$ cat src/rtl/muller_c_sched.sv
// rtl/muller_c_sched.sv - round-robin scheduler sharing one Muller C-element; optional stats via MULLER_C_SCHED_STATS_EN
module muller_c_sched #(
    parameter int NREQ     = 4,
    parameter int TIMEOUT  = 16,
    parameter int HOLD_CYC = 4,
    parameter int CW       = 8,
    localparam int IDW     = (NREQ > 1) ? $clog2(NREQ) : 1
) (
    input  logic            wb_clk_i,
    input  logic            wb_rst_i,
    input  logic [NREQ-1:0] req_valid,
    input  logic [NREQ-1:0] req_a,
    input  logic [NREQ-1:0] req_b,
    output logic [NREQ-1:0] req_ready,
    output logic            ce_a,
    output logic            ce_b,
    input  logic            ce_c,
    output logic            busy,
    output logic            rsp_valid,
    output logic [IDW-1:0]  rsp_id,
    output logic            rsp_c,
    output logic            rsp_err,
    output logic [CW-1:0]   rsp_cycles
`ifdef MULLER_C_SCHED_STATS_EN
    ,
    output logic [15:0]     stat_txn,
    output logic [15:0]     stat_err
`endif
);

    typedef enum logic [1:0] {
        S_IDLE  = 2'd0,
        S_DRIVE = 2'd1,
        S_WAIT  = 2'd2,
        S_RESP  = 2'd3
    } state_t;

    localparam logic [CW-1:0] TO_LAST   = CW'(TIMEOUT - 1);
    localparam logic [CW-1:0] HOLD_LAST = CW'(HOLD_CYC - 1);
    localparam logic [CW-1:0] CNT_MAX   = {CW{1'b1}};

    state_t          state_q, state_d;
    logic            c_meta_q, c_sync_q;
    logic            c_s;
    logic            a_q, b_q;
    logic [IDW-1:0]  id_q;
    logic [IDW-1:0]  last_grant_q;
    logic            c_prev_q;
    logic [CW-1:0]   cnt_q;
    logic            ce_a_q, ce_b_q;
    logic [IDW-1:0]  rsp_id_q;
    logic            rsp_c_q, rsp_err_q;
    logic [CW-1:0]   rsp_cycles_q;

    logic            grant_any;
    logic [IDW-1:0]  grant_idx;
    logic            wait_done, wait_err;
    int              scan_j;
    logic [IDW-1:0]  scan_idx;

    // The C-element output is asynchronous; only the twice-registered copy is ever used.
    assign c_s = c_sync_q;

    // Round-robin arbiter: first valid requester after the last one granted, wrapping.
    always_comb begin
        scan_j    = 0;
        scan_idx  = '0;
        grant_any = 1'b0;
        grant_idx = last_grant_q;
        for (int i = 1; i <= NREQ; i++) begin
            scan_j = int'(last_grant_q) + i;
            if (scan_j >= NREQ) begin
                scan_j = scan_j - NREQ;
            end
            scan_idx = IDW'(scan_j);
            if (!grant_any && req_valid[scan_idx]) begin
                grant_any = 1'b1;
                grant_idx = scan_idx;
            end
        end
    end

    // State register.
    always_ff @(posedge wb_clk_i) begin
        if (wb_rst_i) begin
            state_q <= S_IDLE;
        end else begin
            state_q <= state_d;
        end
    end

    // Next-state logic; in WAIT, follow/glitch detection outranks the cycle limit.
    always_comb begin
        state_d   = state_q;
        wait_done = 1'b0;
        wait_err  = 1'b0;
        case (state_q)
            S_IDLE: begin
                if (grant_any) begin
                    state_d = S_DRIVE;
                end
            end
            S_DRIVE: begin
                state_d = S_WAIT;
            end
            S_WAIT: begin
                if (a_q == b_q) begin
                    if (c_s == a_q) begin
                        wait_done = 1'b1;
                    end else if (cnt_q == TO_LAST) begin
                        wait_done = 1'b1;
                        wait_err  = 1'b1;
                    end
                end else begin
                    if (c_s != c_prev_q) begin
                        wait_done = 1'b1;
                        wait_err  = 1'b1;
                    end else if (cnt_q == HOLD_LAST) begin
                        wait_done = 1'b1;
                    end
                end
                if (wait_done) begin
                    state_d = S_RESP;
                end
            end
            S_RESP: begin
                state_d = S_IDLE;
            end
            default: begin
                state_d = S_IDLE;
            end
        endcase
    end

    // Control outputs; the accept pulse is suppressed while reset is asserted.
    always_comb begin
        req_ready = '0;
        if ((state_q == S_IDLE) && grant_any && !wb_rst_i) begin
            req_ready[grant_idx] = 1'b1;
        end
        busy      = (state_q != S_IDLE);
        rsp_valid = (state_q == S_RESP);
    end

    // Synchronizer, request latch, C-element drive, WAIT counter and response registers.
    always_ff @(posedge wb_clk_i) begin
        if (wb_rst_i) begin
            c_meta_q     <= 1'b0;
            c_sync_q     <= 1'b0;
            a_q          <= 1'b0;
            b_q          <= 1'b0;
            id_q         <= '0;
            last_grant_q <= IDW'(NREQ - 1);
            c_prev_q     <= 1'b0;
            cnt_q        <= '0;
            ce_a_q       <= 1'b0;
            ce_b_q       <= 1'b0;
            rsp_id_q     <= '0;
            rsp_c_q      <= 1'b0;
            rsp_err_q    <= 1'b0;
            rsp_cycles_q <= '0;
        end else begin
            c_meta_q <= ce_c;
            c_sync_q <= c_meta_q;
            case (state_q)
                S_IDLE: begin
                    if (grant_any) begin
                        a_q          <= req_a[grant_idx];
                        b_q          <= req_b[grant_idx];
                        id_q         <= grant_idx;
                        last_grant_q <= grant_idx;
                    end
                end
                S_DRIVE: begin
                    ce_a_q   <= a_q;
                    ce_b_q   <= b_q;
                    c_prev_q <= c_s;
                    cnt_q    <= '0;
                end
                S_WAIT: begin
                    if (wait_done) begin
                        rsp_id_q     <= id_q;
                        rsp_c_q      <= c_s;
                        rsp_err_q    <= wait_err;
                        rsp_cycles_q <= cnt_q;
                    end else if (cnt_q != CNT_MAX) begin
                        cnt_q <= cnt_q + 1'b1;
                    end
                end
                default: begin
                end
            endcase
        end
    end

    assign ce_a       = ce_a_q;
    assign ce_b       = ce_b_q;
    assign rsp_id     = rsp_id_q;
    assign rsp_c      = rsp_c_q;
    assign rsp_err    = rsp_err_q;
    assign rsp_cycles = rsp_cycles_q;

`ifdef MULLER_C_SCHED_STATS_EN
    logic [15:0] stat_txn_q, stat_err_q;

    // Saturating transaction and error counters, stepped on each response pulse.
    always_ff @(posedge wb_clk_i) begin
        if (wb_rst_i) begin
            stat_txn_q <= '0;
            stat_err_q <= '0;
        end else if (state_q == S_RESP) begin
            if (stat_txn_q != 16'hFFFF) begin
                stat_txn_q <= stat_txn_q + 16'd1;
            end
            if (rsp_err_q && (stat_err_q != 16'hFFFF)) begin
                stat_err_q <= stat_err_q + 16'd1;
            end
        end
    end

    assign stat_txn = stat_txn_q;
    assign stat_err = stat_err_q;
`endif

endmodule

$ cat config.mk
export PLATFORM = sky130hd
export DESIGN_NAME = muller_c_sched
export DESIGN_NICKNAME = d
export VERILOG_FILES = /design/src/rtl/muller_c_sched.sv
export SDC_FILE = /design/constraint.sdc
export NUM_CORES = 1
export LEC_CHECK = 0
export BUFFER_PORTS_ARGS = -buffer_cell sky130_fd_sc_hd__buf_2
export CAP_MARGIN = 20
export CORE_ASPECT_RATIO = 0.5
export CORE_MARGIN = 8
export CORE_UTILIZATION = 35
export DETAILED_ROUTE_END_ITERATION = 8
export HOLD_SLACK_MARGIN = 0.1
export MAX_ROUTING_LAYER = met4
export SYNTH_ARGS = -nofsm -noshare
export SYNTH_HDL_FRONTEND = slang
export SYNTH_SLANG_ARGS = --single-unit
$ cat constraint.sdc
create_clock -name wb_clk_i -period 1.8 [get_ports wb_clk_i]
set_input_delay 0.36 -clock wb_clk_i [delete_from_list [all_inputs] [get_ports wb_clk_i]]
set_output_delay 0.36 -clock wb_clk_i [all_outputs]
set_load 0.1 [all_outputs]
## After elaboration in Yosys (flattened, before gate mapping)

Index checks and enable logic that the tools add are counted.

| operators by class | value |
|---|---|
| add/subtract/negate cells | 9 |
| magnitude comparators | 10 |
| equality and inequality tests | 13 |
| muxes and demuxes | 43 |
| reduce and logical (&&, ||, !) cells | 17 |

Operators with widths:

| operator | count |
|---|---|
| 2-to-1 mux 1 bit | 21 |
| 2-to-1 mux 2 bit | 10 |
| 2-to-1 mux 8 bit | 2 |
| one-hot mux 8 bit (2 select lines) | 1 |
| < comparator 2 x 3 -> 1 bit, second input constant | 5 |
| binary-select mux 1 bit (select 2 bit) | 6 |
| greater-or-equal comparator 3 bit, second input constant | 3 |
| adder 8 x 1 -> 8 bit, second input constant | 1 |
| == test 8 x 2 -> 1 bit, second input constant | 1 |
| == test 8 x 4 -> 1 bit, second input constant | 1 |
| inequality test 8 bit, second input constant | 1 |
| one-hot mux 2 bit (4 select lines) | 1 |
| subtractor 2 x 1 -> 2 bit, second input constant | 4 |
| adder 2 x 2 -> 3 bit, second input constant | 2 |
| logical AND 1 bit | 6 |
| inequality test 2 bit, second input constant | 3 |
| AND reduction 2 bit | 3 |
| adder 2 x 3 -> 4 bit, second input constant | 1 |
| == test 2 bit, second input constant | 2 |
| greater-or-equal comparator 4 x 3 -> 1 bit, second input constant | 1 |
| zero test 1 bit | 4 |
| 2-to-1 mux 4 bit | 1 |
| nonzero test 2 bit | 2 |
| adder 2 x 1 -> 3 bit, second input constant | 1 |
| other kinds (8) | 9 |

| storage, ports and cells | value |
|---|---|
| register bits after elaboration | 33 |
| output and inout port bits | 20 |
| word-level logic and storage cells | 107 |

## Longest topological paths before layout

Gate-level depths: netlist (run 1).

| logic depth | value |
|---|---|
| depth after elaboration | 20 |
| mapped depth | 7 |

## Worst setup path before layout (run 1)

OpenSTA, ideal clock, no wires.

| path | value |
|---|---|
| kind | reg-to-output |
| start | reg state_q[0] |
| end | out req_ready[2] |
| data arrival time | 3.843 ns |
| data required time | 1.440 ns |
| slack | -2.403 ns |
| cell stages (with the launch flop) | 7 |
| cell sequence | dfxtp_1 > inv_1 > ha_1 > inv_1 > or3_1 > clkbuf_1 > nor3b_1 |

| on the way | value |
|---|---|
| longest elaborated chain between the ends | 4 |

Ends and longest elaborated chain:

| element | line | RTL |
|---|---|---|
| start: declaration | 42 | `state_t state_q, state_d;` |
| start signal: assignment | 88 | `state_q <= state_d;` |
| zero test 2 bit | 138 | `if ((state_q == S_IDLE) && grant_any && !wb_rst_i) begin` |
| logical AND 1 bit (2 in series) | 138 |  |
| 2-to-1 mux 4 bit | 138 |  |
| end: declaration | 14 | `output logic [NREQ-1:0] req_ready,` |

No other way between the ends.

## Final worst setup path (run 1)

Same ends and word-level chain as after synthesis.

==> reports/results.tsv, run 1 <==
metric	value	unit
I/O Buffers	34	
# diodes	0	
# DRC	0	
final cell count without fillers	322	
Util after Layout	57.6	%
Fmax	465	MHz
WHS	0.293	ns
Synth Area in Compound Gates	15.0	%
Setup Crit Path Kind	reg -> out	
synth unique cells	40	
Starting Density	37.1	%
Final Max Tran Viols	0	
FF+latch count, synth	33	
Syn-to-layout area delta	55.4	%
CP endpoint kind	primary output	
Async S/R FF share, synth	0	%
Logic pwr share	62.6	%
reg-to-reg critical path startpoint	c_s$_SDFF_PP0_	
failing checks	negative setup slack	
clock tree sinks	33	
synthesized cell area	1660	um2
P_leak	0.00122	uW
synth cell count leaders	dfxtp_1 (33), nor2_1 (30), mux2i_1 (17)	
fin crit share	119	%
Critical Path Fanout Max	5	
Die Ht	64.6	um
Vias	1606	
syn_area_per_cell	9.00	um2
number of global-route vias before repair	1614	
Placed Instances	312	
post-synthesis mux area share	10.3	%
switching pwr	1710	uW
Data required, critical path	1.44	ns
vias per cell	4.99	
top post-synthesis cells by area	dfxtp_1 (40%), mux2i_1 (10%), nor2_1 (6.8%)	
Power Density	1560	nW/um2
Routed Antenna Nets	0	
fraction of the mapped netlist area in adder cells	4.53	%
drt first-iter violations	58	
total nets after synthesis	205	
GR Overflow Total	0	
hold buffers post-CTS	0	
first-pass GRT wire length	7220	um
Die Area	7320	um2
CTS root buf	clkbuf_8	
post-DP HPWL	3300	um
# fillers	386	
status	finished with violations	
Yosys warning count	0	
Seq pwr share	23.4	%
Clock Path Buffers	2	
core area	4470	um2
Int Power	2300	uW
share of layout cells above drive strength 1	46.0	%
Top FF cell, synth	dfxtp_1	
crit path launch	state_q[0]$_SDFFE_PP0P_	
Post-Synth XOR/XNOR Area	2.11	%
Peak supply drop	0.000651	V
Hold Path Class	in -> reg	
Final Wtd Congestion	0.784	
final setup vio count	18	
RSZ-0062 raised after global routing	true	
Final nets	286	
Tightest Pin Transition	0.491	ns
WP data arrival	1.79	ns
area leader, netlist	dfxtp_1	
GRT Overall Usage	12.4	%
Final WS setup	-0.350	ns
Post-Synthesis Cells	184	
DR pass1 iterations	4	
max_cap viols	0	
Die X-Extent	113	um
Yosys top cell area share	39.9	%
routed len/inst	13.6	um
cell row count	17	
CTS tree	done	
htree depth	2	
antenna violations before repair	0	
register area share after synthesis	39.9	%
Slew HR	67.5	%
clock share of power	14.0	%
final hold vios	0	
I/O pin total	35	
number of CTS-inserted buffers	5	
Startpoint Class	register	
Hold Startpoint	ce_c	
count leader, synth	dfxtp_1	
clk slew on worst S/H paths	0.07	ns
largest family of logic cells by synthesized area	simple AND/OR/NAND/NOR gates	
dpl ws	-0.168	ns
post-synthesis simple-gate area fraction	25.2	%
largest net degree at the start of global routing	29	
sw frac	42.6	%
Period minus WS final	2.15	ns
EDFF count, synth	0	
total power	4020	uW
Setup Skew	0.00572	ns
WL final	4390	um
worst skew pair latency	0.28	ns
## path summary, 6_finish.rpt
| path | slack, ns | cells after the start | endpoint |
|---|---|---|---|
| worst max register to register | -0.15 | 5 | cnt_q[4]$_SDFFE_PP0P_ |
| worst max-delay path | -0.35 | 6 | req_ready[2] |
| worst min register to register | 0.45 | 1 | c_s$_SDFF_PP0_ |
| worst min-delay path | 0.29 | 2 | c_meta_q$_SDFF_PP0_ |
## logic make-up (layout without fill, tap and decap cells)
group / count (synthesis) / count (layout)
muxes: 17 / 17
and+or+nand+nor: 79 / 79
AOI/OAI and AO/OA: 34 / 34
DFF: 33 / 33
buffers and inverters: 11 / 92
adders and majority gates: 6 / 6
xor gates and xnor gates: 4 / 4
## layout by cell type (no fill, tap or decap), types with 2 or more instances in the layout
master	synthesis	final
buf_4	2	36
nor2_1	30	30
buf_2	0	29
dfxtp_1	33	26
mux2i_1	17	17
buf_6	0	9
nand2b_1	7	7
dfxtp_2	0	7
clkbuf_8	0	6
a211oi_1	5	5
nand2_1	9	5
a21oi_1	8	4
a21oi_2	0	4
and3_1	5	4
ha_1	6	4
buf_12	0	4
inv_1	6	3
nor2b_1	3	3
nand2_2	0	3
nand4_1	3	3
inv_2	0	2
a21o_1	2	2
o21ai_0	4	2
nor4_1	3	2
nor3_4	0	2
nor3b_4	0	2
nand3_1	2	2
o21ai_1	0	2
xor2_1	2	2
or3_1	3	2
a32o_1	2	2
nor3_1	4	2
o21bai_1	2	2
a31o_2	2	2
o32ai_1	2	2
ha_4	0	2
## power groups by stage
stage | clock network, uW | registers (uW) | logic (uW)
4_1_cts | 575 | 939 | 2420
3_5_place_dp | 0 | 945 | 2240
5_1_grt | 618 | 957 | 2680
2_1_floorplan | 0 | 1090 | 1330
3_3_place_gp | 0 | 939 | 2210
6_report | 561 | 941 | 2510
## routing by layer
layer,vias up,global-route usage (%),part of all wire (%)
li1,828,-,-
met4,0,4.93,0.96
met2,27,21.9,51
met5,-,-,0
met3,2,3.88,5.3
met1,749,12.9,43
## cell type report
type / count / area, um2 / area share, %
flip-flops and latches: 33 / 669 / 26.0
well taps: 57 / 71.3 / 2.77
repair buffers: 79 / 604 / 23.5
clock buffers: 7 / 86.3 / 3.35
multi-input cells: 140 / 1120 / 43.4
inverters: 6 / 26.3 / 1.02
## registers in the layout (all words and copies together), names as in the netlist, 2 cells and up
name	count
state_q	2
id_q	2
rsp_cycles	8
rsp_id	2
cnt_q	8
last_grant_q	2
## critical path, stage by stage, from the launching register on
cell,delay (ns)
dfxtp_2,0.32
inv_2,0.07
ha_4,0.14
clkinvlp_4,0.07
or3_4,0.44
nor3b_4,0.25
buf_12,0.20
## through the flow
| stage | area, um2 | TNS, ns |
|---|---|---|
| after floorplan | 1770 | -4.98 |
| after global placement | 2340 | -1.54 |
| after detailed placement | 2340 | -2.08 |
| after CTS | 2530 | -2.13 |
| after global routing | 2570 | -3.28 |
| final | 2570 | -1.99 |
## what timing repair did
item | CTS | global route
buffers inserted | 4 | 0
gates resized for setup | 16 | 17
endpoints found under the hold margin | 0 | 0
cloned | 0 | 0
endpoints found under the setup margin | 22 | 28
pin swaps | 9 | 7
Note: power is estimated with default switching activity, not from simulation.
==> run 2: changes to the inputs <==
--- a/config.mk
+++ b/config.mk
@@ -5,6 +5,7 @@
 export SDC_FILE = /design/constraint.sdc
 export NUM_CORES = 1
 export LEC_CHECK = 0
+export ABC_AREA = 1
 export BUFFER_PORTS_ARGS = -buffer_cell sky130_fd_sc_hd__buf_2
 export CAP_MARGIN = 20
 export CORE_ASPECT_RATIO = 0.5
@@ -13,6 +14,7 @@
 export DETAILED_ROUTE_END_ITERATION = 8
 export HOLD_SLACK_MARGIN = 0.1
 export MAX_ROUTING_LAYER = met4
+export REMOVE_ABC_BUFFERS = 1
 export SYNTH_ARGS = -nofsm -noshare
 export SYNTH_HDL_FRONTEND = slang
 export SYNTH_SLANG_ARGS = --single-unit
==> reports/results.tsv, run 2 <==
metric	value	unit	change
status	finished with violations		
failing checks	negative setup slack		
FF+latch count, synth	33		unchanged
htree depth	2		unchanged
Syn-to-layout area delta	51.8	%	
Vias	2037		+27%
WL met1	2300	um	+22%
Final Max Tran Viols	0		unchanged
DR pass1 iterations	4		unchanged
Die Area	8490	um2	+16%
first-pass GRT wire length	8490	um	+18%
dpl ws	-0.243	ns	-0.0753 ns
clk slew on worst S/H paths	0.06	ns	about the same
CP endpoint kind	primary output		
routed len/inst	12.6	um	-7.8%
CTS tree	done		
Top FF cell, synth	dfxtp_1		
CTS root buf	clkbuf_16		
routed length on met2	2850	um	+28%
largest net degree at the start of global routing	29		unchanged
cell row count	19		+2
Placed Instances	411		+32%
max_cap viols	0		unchanged
Buf/Inv on CP	3		unchanged
Die Ht	69.3	um	+7.2%
commonest non-fill, non-tap cell in the layout	nand2_1		
synth cell count leaders	nand2_1 (61), dfxtp_1 (33), inv_1 (30)		
I/O Buffers	34		unchanged
total power	6020	uW	+50%
vias per cell	4.75		-4.8%
worst skew pair latency	0.28	ns	about the same
met3 wire len	191	um	-18%
GR Overflow Total	0		unchanged
Multi-input gate area	1310	um2	+17%
synthesized cell area	1990	um2	+20%
Yosys top cell area share	33.2	%	-6.6 points
fin crit share	122	%	+2.2 points
Yosys warning count	0		unchanged
Final Wtd Congestion	0.888		+13%
Area after DPL	2530	um2	+8.1%
Hold Path Class	in -> reg		
worst path cell trace	inv_8 > nand2_2 > nand3_4 > nand2_8 > nand3_2 > nand2_2 > nor2_4 > inv_2 > nor3_4 > buf_12		
Peak supply drop	0.000929	V	+43%
CP top delay family	simple AND/OR/NAND/NOR gates		
post-DP HPWL	3710	um	+12%
Register Area	671	um2	+0.19%
number of global-route vias before repair	2013		+25%
final setup vio count	5		-13
CP max stage cell	dfxtp_4		
Power Density	2000	nW/um2	+28%
Final WS setup	-0.389	ns	-0.0394 ns
Top cell by count, worst path	nand2_2		
Startpoint Class	register		
Async S/R FF share, synth	0	%	unchanged
Setup Crit Path Kind	reg -> out		
Routed Antenna Nets	0		unchanged
core area	5490	um2	+23%
clock tree sinks	33		unchanged
synth unique cells	29		-28%
Critical Path Fanout Max	8		+3
EDFF count, synth	0		unchanged
Fmax	457	MHz	-1.8%
# diodes	0		unchanged
syn_area_per_cell	7.10	um2	-21%
final cell count without fillers	429		+33%
final hold vios	0		unchanged
WP data arrival	1.83	ns	+0.04 ns
I/O pin total	35		unchanged
P_leak	0.00143	uW	+17%
area leader, netlist	dfxtp_1		
register area share after synthesis	33.2	%	-6.6 points
GRT Overall Usage	12.2	%	-0.25 points
Slew HR	67.3	%	-0.17 points
share of layout cells above drive strength 1	41.3	%	-4.7 points
Clock Path Buffers	2		unchanged
most frequent cells in the layout	nand2_1 (46), buf_4 (38), inv_1 (30), dfxtp_1 (29), buf_2 (29)		
number of CTS-inserted buffers	5		unchanged
WL final	5400	um	+23%
# DRC	0		unchanged
antenna violations before repair	0		unchanged
# fillers	500		+30%
top post-synthesis cells by area	dfxtp_1 (33%), nand2_1 (12%), nand3_1 (6.0%)		
Final nets	376		+31%
Top Layer Used	met4		
drt first-iter violations	69		+19%
CP max stage delay	0.39	ns	-0.05 ns
Period minus WS final	2.19	ns	+0.0394 ns
RSZ-0062 raised after global routing	true		
post-route cell area	3020	um2	+17%
count leader, synth	nand2_1		
Tightest Pin Transition	0.493	ns	+0.00252 ns
Data required, critical path	1.44	ns	about the same
Setup Skew	0.00527	ns	-0.000458 ns
Starting Density	36.2	%	-0.91 points
Post-Synthesis Cells	280		+52%
Die X-Extent	123	um	+8.2%
[run 2: cell types whose count changed in the layout (fill, tap and decap cells not counted), sizes merged, moves of 4 or more]
cell / before / now
nand2b: 7 / 0
nor2: 30 / 25
nand2: 9 / 81
mux2i: 17 / 0
a21oi: 8 / 23
a211oi: 5 / 0
inv: 5 / 37
o21ai: 4 / 20
buf: 78 / 74
nand3: 2 / 28
and3: 5 / 0
[run 2: cell type report]
cell class,instances,share of cell area (%)
inverters,37,5.10
flip-flops and latches,33,22.2
repair buffers,76,20.6
clock inverters,1,0.996
well taps,73,3.03
multi-input cells,202,43.3
clock buffers,7,4.73
[run 2: final timing paths]
kind | cells after the start | slack, ns | start | endpoint
min | 3 | 0.28 | ce_c | c_meta_q$_SDFF_PP0_
min reg2reg | 2 | 0.41 | c_meta_q$_SDFF_PP0_ | c_s$_SDFF_PP0_
max | 10 | -0.39 | last_grant_q[0]$_SDFFE_PP1P_ | req_ready[2]
max reg2reg | 16 | -0.05 | last_grant_q[0]$_SDFFE_PP1P_ | last_grant_q[1]$_SDFFE_PP1P_
[run 2: cell families (layout without fill, tap and decap cells)]
group / Yosys count / count (layout) / share of synthesized area (%)
AO/OA/AOI/OAI: 44 / 44 / 11.6
XOR/XNOR: 6 / 6 / 2.65
adder cells (fa/ha/maj): 6 / 6 / 3.78
buffers and inverters: 45 / 121 / 10.3
flip-flops: 33 / 33 / 33.2
AND/OR/NAND/NOR: 146 / 146 / 38.4
[run 2: power breakdown]
part           total [uW]  internal [uW]  switching [uW]
combinational        3980           1410            2570
sequential           1050            916             130
clock                1000            691             311
total                6020           3010            3010
[run 2: per-layer routing]
| layer | global-route usage [%] | vias to the layer above |
|---|---|---|
| met1 | 13.3 | 946 |
| met5 | - | - |
| li1 | - | 1053 |
| met2 | 21.4 | 31 |
| met3 | 2.60 | 7 |
| met4 | 4.29 | 0 |
[run 2: repair_timing]
item | CTS | global route
gates cloned | 0 | 2
buffers inserted | 4 | 5
resized for setup | 26 | 26
pin swaps | 18 | 13
hold buffers | 0 | 0
endpoints found under the setup margin | 4 | 20
[run 2: worst reg2reg max path, delay by kind of cell, from the launching register on]
| family | cells | cell delay [ns] |
|---|---|---|
| buffers and inverters | 7 | 0.67 |
| and+or+nand+nor | 8 | 0.60 |
| DFF | 1 | 0.43 |
| AOI/OAI and AO/OA | 1 | 0.06 |
[run 2: stage by stage]
stage | TNS, ns | hold WS, ns | util, %
after global placement | -0.755 | 0.403 | 46.1
after floorplan | -4.51 | 0.388 | -
after detailed placement | -0.952 | 0.405 | 46.1
after global routing | -2.15 | 0.310 | 54.9
after CTS | -1.42 | 0.285 | 51.0
final | -1.49 | 0.282 | 54.9
